[src/rtl/ssd_decoder.sv]
// ssd_decoder: recovers the two digits shown on a two-digit multiplexed 7-segment bus.
// Define SSD_DECODER_ERR_CNT_EN to build the saturating err_count; otherwise it reads 0.

module ssd_decoder #(
  parameter int SETTLE_CYCLES  = 4,
  parameter int TIMEOUT_CYCLES = 1_000_000
) (
  input  logic       clk,
  input  logic       rst_n,
  input  logic [6:0] seg,
  input  logic       chip_sel,
  output logic [3:0] digit_lo,
  output logic [3:0] digit_hi,
  output logic       lo_ok,
  output logic       hi_ok,
  output logic       lo_blank,
  output logic       hi_blank,
  output logic       frame_valid,
  output logic       stale,
  output logic [7:0] err_count
);

  localparam int SW = $clog2(SETTLE_CYCLES + 1);
  localparam int TW = $clog2(TIMEOUT_CYCLES + 1);
  localparam logic [SW-1:0] SETTLE_MAX = SW'(SETTLE_CYCLES);
  localparam logic [SW-1:0] SETTLE_HIT = SW'(SETTLE_CYCLES - 1);
  localparam logic [TW-1:0] TMO_MAX    = TW'(TIMEOUT_CYCLES);
  localparam logic [TW-1:0] TMO_HIT    = TW'(TIMEOUT_CYCLES - 1);

  typedef enum logic {
    WAIT_BOTH = 1'b0,
    EMIT      = 1'b1
  } state_t;

  // 2-flop synchronizers plus one more stage holding the previous synchronized value
  logic [6:0] seg_m, seg_s, seg_p;
  logic       cs_m, cs_s, cs_p;

  always_ff @(posedge clk or negedge rst_n) begin
    if (!rst_n) begin
      seg_m <= '0;
      seg_s <= '0;
      seg_p <= '0;
      cs_m  <= 1'b0;
      cs_s  <= 1'b0;
      cs_p  <= 1'b0;
    end else begin
      seg_m <= seg;
      seg_s <= seg_m;
      seg_p <= seg_s;
      cs_m  <= chip_sel;
      cs_s  <= cs_m;
      cs_p  <= cs_s;
    end
  end

  logic stable, cs_edge, capture;
  logic [1:0] cap_slot;

  assign stable  = (seg_s == seg_p) && (cs_s == cs_p);
  assign cs_edge = cs_s ^ cs_p;

  logic [SW-1:0] stab_cnt;

  // Saturating at SETTLE_MAX leaves the counter parked so a stable period fires once
  always_ff @(posedge clk or negedge rst_n) begin
    if (!rst_n)                       stab_cnt <= '0;
    else if (!stable)                 stab_cnt <= '0;
    else if (stab_cnt != SETTLE_MAX)  stab_cnt <= stab_cnt + 1'b1;
  end

  assign capture  = stable && (stab_cnt == SETTLE_HIT);
  assign cap_slot = {capture & cs_s, capture & ~cs_s};

  logic [3:0] dec_val;
  logic       dec_ok, dec_blank;

  always_comb begin
    dec_val = 4'h0;
    dec_ok  = 1'b1;
    case (seg_s)
      7'h3F: dec_val = 4'h0;
      7'h06: dec_val = 4'h1;
      7'h5B: dec_val = 4'h2;
      7'h4F: dec_val = 4'h3;
      7'h66: dec_val = 4'h4;
      7'h6D: dec_val = 4'h5;
      7'h7D: dec_val = 4'h6;
      7'h07: dec_val = 4'h7;
      7'h7F: dec_val = 4'h8;
      7'h6F: dec_val = 4'h9;
      7'h77: dec_val = 4'hA;
      7'h7C: dec_val = 4'hB;
      7'h39: dec_val = 4'hC;
      7'h5E: dec_val = 4'hD;
      7'h79: dec_val = 4'hE;
      7'h71: dec_val = 4'hF;
      default: dec_ok = 1'b0;
    endcase
  end

  assign dec_blank = (seg_s == 7'h00);

  // Slot 0 = low digit, slot 1 = high digit
  logic [1:0][3:0] digit_q;
  logic [1:0]      ok_q, blank_q, upd_q;
  logic            clr_upd;

  always_ff @(posedge clk or negedge rst_n) begin
    if (!rst_n) begin
      digit_q <= '0;
      ok_q    <= '0;
      blank_q <= '0;
      upd_q   <= '0;
    end else begin
      for (int i = 0; i < 2; i++) begin
        if (cap_slot[i]) begin
          if (dec_ok) digit_q[i] <= dec_val;
          ok_q[i]    <= dec_ok;
          blank_q[i] <= dec_blank;
        end
      end
      // A capture landing in the clear cycle survives the clear
      upd_q <= (upd_q & {2{~clr_upd}}) | cap_slot;
    end
  end

  state_t state_q, state_d;
  logic   emit;

  always_ff @(posedge clk or negedge rst_n) begin
    if (!rst_n) state_q <= WAIT_BOTH;
    else        state_q <= state_d;
  end

  always_comb begin
    state_d = state_q;
    emit    = 1'b0;
    clr_upd = 1'b0;
    case (state_q)
      WAIT_BOTH: if (&upd_q) state_d = EMIT;
      EMIT: begin
        emit    = 1'b1;
        clr_upd = 1'b1;
        state_d = WAIT_BOTH;
      end
      default: state_d = WAIT_BOTH;
    endcase
  end

  // stale comes out of reset high and stays sticky until the first cs edge
  logic [TW-1:0] tmo_q;
  logic          stale_q;

  always_ff @(posedge clk or negedge rst_n) begin
    if (!rst_n) begin
      tmo_q   <= '0;
      stale_q <= 1'b1;
    end else if (cs_edge) begin
      tmo_q   <= '0;
      stale_q <= 1'b0;
    end else begin
      if (tmo_q != TMO_MAX) tmo_q <= tmo_q + 1'b1;
      if (tmo_q >= TMO_HIT) stale_q <= 1'b1;
    end
  end

`ifdef SSD_DECODER_ERR_CNT_EN
  logic [7:0] err_q;

  always_ff @(posedge clk or negedge rst_n) begin
    if (!rst_n)
      err_q <= 8'h00;
    else if (capture && !dec_ok && !dec_blank && (err_q != 8'hFF))
      err_q <= err_q + 8'h01;
  end

  assign err_count = err_q;
`else
  assign err_count = 8'h00;
`endif

  assign digit_lo    = digit_q[0];
  assign digit_hi    = digit_q[1];
  assign lo_ok       = ok_q[0];
  assign hi_ok       = ok_q[1];
  assign lo_blank    = blank_q[0];
  assign hi_blank    = blank_q[1];
  assign frame_valid = emit;
  assign stale       = stale_q;

endmodule
[config.mk]
export PLATFORM = sky130hd
export DESIGN_NAME = ssd_decoder
export DESIGN_NICKNAME = d
export VERILOG_FILES = /design/src/rtl/ssd_decoder.sv
export SDC_FILE = /design/constraint.sdc
export NUM_CORES = 1
export LEC_CHECK = 0
export BUFFER_PORTS_ARGS = -buffer_cell sky130_fd_sc_hd__buf_2
export CAP_MARGIN = 5
export CORE_UTILIZATION = 50
export CTS_CLUSTER_DIAMETER = 120
export CTS_CLUSTER_SIZE = 40
export DETAILED_ROUTE_END_ITERATION = 12
export PLACE_DENSITY = 0.78
export SLEW_MARGIN = 10
export SYNTH_ARGS = -nofsm -noshare
export SYNTH_HDL_FRONTEND = slang
export SYNTH_SLANG_ARGS = --single-unit
[constraint.sdc]
create_clock -name clk -period 2.23 [get_ports clk]
set_clock_uncertainty 0.05 [all_clocks]
set_input_delay 0.1115 -clock clk [delete_from_list [all_inputs] [get_ports clk]]
set_output_delay 0.1115 -clock clk [all_outputs]
set_load 0.02 [all_outputs]
Word level (Yosys, flattened, before mapping). Cells that the tools add are included.

Add/sub/neg operators: 2. Muxes and demuxes: 11. Bitwise gates (word level): 8. Magnitude comparators: 1. Reductions and logical operators: 9. Equal/unequal tests: 22.

Operators by type and width (count): equality test 7 bit, second input constant (12); case mux 4 bit (15 select lines) (1); two-way mux 20 bit (2); adder 20 x 1 -> 20 bit, second input constant (1); greater-or-equal comparator 20 bit, second input constant (1); inequality test 20 bit, second input constant (1); OR reduction 16 bit (1); equality test 7 x 3 -> 1 bit, second input constant (2); equality test 7 x 6 -> 1 bit, second input constant (2); equality test 7 bit (1); logical NOT 7 bit (1); two-way mux 3 bit (2); AND reduction 2 bit (3); two-way mux 1 bit (5); nonzero test 2 bit (2); adder 3 x 1 -> 3 bit, second input constant (1); equality test 3 x 2 -> 1 bit, second input constant (1); inequality test 3 bit, second input constant (1); inverter 1 bit (3); AND 1 bit (2); AND 2 bit (1); logical AND 1 bit (2); inequality test 2 x 1 -> 1 bit, second input constant (1); bitwise OR 2 bit (1); other kinds (3) (3).

Flip-flop bits (word level): 63.

Logic depth before layout (Yosys ltp).
Word-level depth: 5. Mapped depth: 7. Gate-level depth less buffers: 6.

Least setup slack after synthesis. No wires, ideal clock.

Kind: reg2reg. From: reg seg_s[0]. To: reg digit_q, in the netlist digit_lo[0]. Period minus slack after synthesis: 2.016 ns. Stages on the path, launching flop included: 7. Arrival time: 1.839 ns. Buffers on the path: 1. Slack: 0.214 ns. Data required time: 2.052 ns. Path through: dfrtp_1 buf_6 or4b_4 a21oi_2 a311oi_2 a211oi_4 mux2_1.

Word-level cells in the longest chain between the ends: 5. Elaborated cells between the ends (all ways): 24. Those cells by class: eq/ne (17); mux (2); bitwise (1); reduce/logical (4).

Ends and longest elaborated chain: from (decl) (RTL line 36) `logic [6:0] seg_m, seg_s, seg_p;`; from (signal assigned) (RTL line 49) `seg_s <= seg_m;`; branches (longest 5 deep; another with OR reduction 16 bit); to (signal, indexed assignment) (RTL line 118) `if (dec_ok) digit_q[i] <= dec_val;`; to (decl) (RTL line 105) `logic [1:0][3:0] digit_q;`.

Several ways; the timed one is not identified. A chain may end at the register's enable or synchronous reset.

Worst setup path in the final report.
From: reg seg_s[2]. To: reg digit_q, in the netlist digit_lo[1].

The elaborated chain is that of the path after synthesis.

==> flow_summary.toml <==
[critical_path]
required_ns = 2.40
crit_path_top_delay_cell = "dfrtp_1"
path_class = "flip-flop to flip-flop"
critPathLaunchType = "flip-flop"
worstPathMaxFanout = 10
max_stage_delay_ns = 0.50
crit_path_end_kind = "flip-flop"
critPathArrivalTime_ns = 2.31
cp_cell_sequence = "xor2_1, nor4_2, nand3_2, a211oi_4, mux2_4"

[hold_path]
hold_path.class = "input pin to async pin"

[global_route]
grt_pass1_wl_um = 9180
antenna_found_initial = 0
grt_max_degree = 53
track_usage_pct = 19.6
grt_overflow_total = 0
first_global_vias = 1990

[placed_design]
gp_congestion = 0.810
dp_hpwl_um = 3720
port_buffers = 23
dp_slack_ns = 0.0662

[drt]
drt-pass1-iter-count = 4
drt_iter0_markers = 99
viasPerCell = 5.16
final_antenna_net_count = 0
drt-total-wl_um = 5290
route.detailed.drc = 0
wl_per_cell_um = 13.5
vias = 2019

[yosys]
synth_seq_area_share_pct = 53.4
synthFlopType = "dfrtp_1"
ys_warn_count = 0
syn_inst = 269
ys_ff_latch = 63
syn_area_um2 = 2950
avgSynthCellArea_um2 = 11.0
async_flop_share_pct = 100
synth-edff-count = 0
synthDistinctLibCells = 50

[finish]
layout_commonest_cell = "dfrtp_1"
register_area_um2 = 1580
layout.nets = 329
multi_input_area_um2 = 1250
antenna_cells = 0
area_growth_pct = 17.3
drive_above_1_share_pct = 22.3
filler_cell_count = 473
layout_common_cells = "61 x dfrtp_1, 30 x nor2_1, 23 x buf_2"

[pwr]
peakVddDrop_uv = 461
power_density_nw_per_um2 = 649
finalPower_mw = 2.25
p_leak_nw = 1.57

[sta]
worst_slew_pin_slew_ns = 0.561
setup_ws_ns = 0.0870
drv_slew = 0
finalCritPeriodShare_pct = 96.1
min_period_ns = 2.14
max_freq_mhz = 467
finalSetupViolCount = 0
relSlewSlack_pct = 62.2
finalHoldViolations = 0
fin_tns_setup_ns = 0

[clock_tree]
cts_buffers = 9
htree_levels = 3
root_buffer = "clkbuf_8"
cts_tree = "yes"
clk_latency_ns = 0.34
clock_path_buffers = 2
cts.sinks = 63
clk_pin_slew_worst_paths_ns = 0.06

[outcome]
run_status = "completed"

[die]
die_y_um = 78.9
io_pins = 32
die_w_um = 78.9
fp.coreArea_um2 = 5610
row_count = 27
die_area_um2 = 6220
start_util_pct = 52.7

[job]
drv_cap = 0
-- area by class of cell --
class,instances,share of cell area (%)
clock buffer,15,4.80
clock inverter,1,0.145
inverter,15,1.63
multi-input combinational,180,36.1
sequential,63,45.6
tap,72,2.60
timing repair buffer,45,9.10
-- where the power goes --
part           internal (mW)  switching, mW  total (mW)  leakage, nW
Combinational         0.0717          0.110       0.182        0.662
Clock                  0.464          0.394       0.858       0.0877
Sequential              1.17         0.0330        1.21        0.818
Total                   1.71          0.537        2.25         1.57
-- metal layers --
metal  part of all wire [%]  GRT usage, %
met1                     48          27.3
met4                    1.8          8.73
met5                      0             0
met2                     47          29.0
met3                    3.6          4.83
-- synthesized netlist by cell type, drive strengths merged, types with 2 or more instances --
master | instances | area [µm²]
o22ai | 2 | 12.5
a21oi | 7 | 42.5
o21ai | 7 | 35.0
buf | 16 | 115
nand3b | 3 | 22.5
xnor2 | 10 | 87.6
clkbuf | 2 | 7.51
nand2 | 13 | 48.8
nor3 | 6 | 30.0
nand3 | 15 | 75.1
a211oi | 2 | 32.5
o32ai | 3 | 33.8
or2 | 3 | 18.8
o41a | 2 | 22.5
inv | 15 | 56.3
a31oi | 2 | 12.5
dfrtp | 62 | 1550
ha | 5 | 62.6
nand4 | 9 | 62.6
nor4 | 5 | 43.8
and3 | 4 | 25.0
xor2 | 20 | 175
o211ai | 2 | 15.0
nor4b | 3 | 32.5
or4b | 2 | 23.8
o2bb2ai | 2 | 17.5
a21o | 2 | 15.0
mux2 | 6 | 67.6
nor2 | 30 | 113
-- stage by stage --
step / utilization, % / std cells / area [µm²] / hold WS (ns)
after detailed placement: 56.2 / 363 / 3150 / -0.0375
after floorplan: - / 276 / 2980 / -0.234
after global routing: 61.8 / 391 / 3460 / 0.165
final: 61.8 / 391 / 3460 / 0.144
after global placement: 56.2 / 363 / 3150 / -0.0381
after CTS: 60.8 / 388 / 3410 / 0.135
-- cell families (layout without fill, tap and decap cells) --
group | after synthesis | after routing | share of synthesized area [%]
DFF | 63 | 63 | 53.4
muxes | 7 | 7 | 2.63
AOI/OAI and AO/OA | 32 | 32 | 8.60
xor gates and xnor gates | 30 | 30 | 8.90
adders and majority gates | 5 | 5 | 2.12
buffers and inverters | 33 | 76 | 6.06
other | 1 | 8 | 0.127
and+or+nand+nor | 98 | 98 | 18.1
-- final timing paths --
check	cells past startpoint	slack, ns	startpoint	endpoint
worst max-delay path	5	0.09	seg_s[2]$_DFF_PN0_	digit_lo[1]$_DFFE_PN0P_
worst min-delay path	2	0.14	rst_n	tmo_q[3]$_DFFE_PN0P_
worst max register to register	5	0.09	seg_s[2]$_DFF_PN0_	digit_lo[1]$_DFFE_PN0P_
worst min register to register	0	0.29	seg_m[6]$_DFF_PN0_	seg_s[6]$_DFF_PN0_
max in group asynchronous	3	1.42	rst_n	seg_s[1]$_DFF_PN0_
min in group clk	0	0.29	seg_m[6]$_DFF_PN0_	seg_s[6]$_DFF_PN0_
-- timing repair --
| item | CTS | global route |
|---|---|---|
| resized for setup | 0 | 6 |
| setup endpoints to repair | 0 | 4 |
| buffers inserted | 0 | 3 |
| hold endpoints to repair | 71 | 0 |
| hold buffers | 9 | 0 |
-- sequential cells by signal, summed over array words and instances, names as in the netlist, 3 cells and up --
register  flops
digit_lo      4
stab_cnt      3
digit_hi      4
seg_m         7
seg_p         7
tmo_q        20
seg_s         7
-- critical path, delay by kind of cell, from the launching register on --
kind             cells  cell delay (ns)
XOR/XNOR             1             0.23
flip-flops           1             0.50
AND/OR/NAND/NOR      2             0.57
multiplexers         1             0.33
AO/OA/AOI/OAI        1             0.35
No activity file was read; power rests on OpenSTA's default activity.
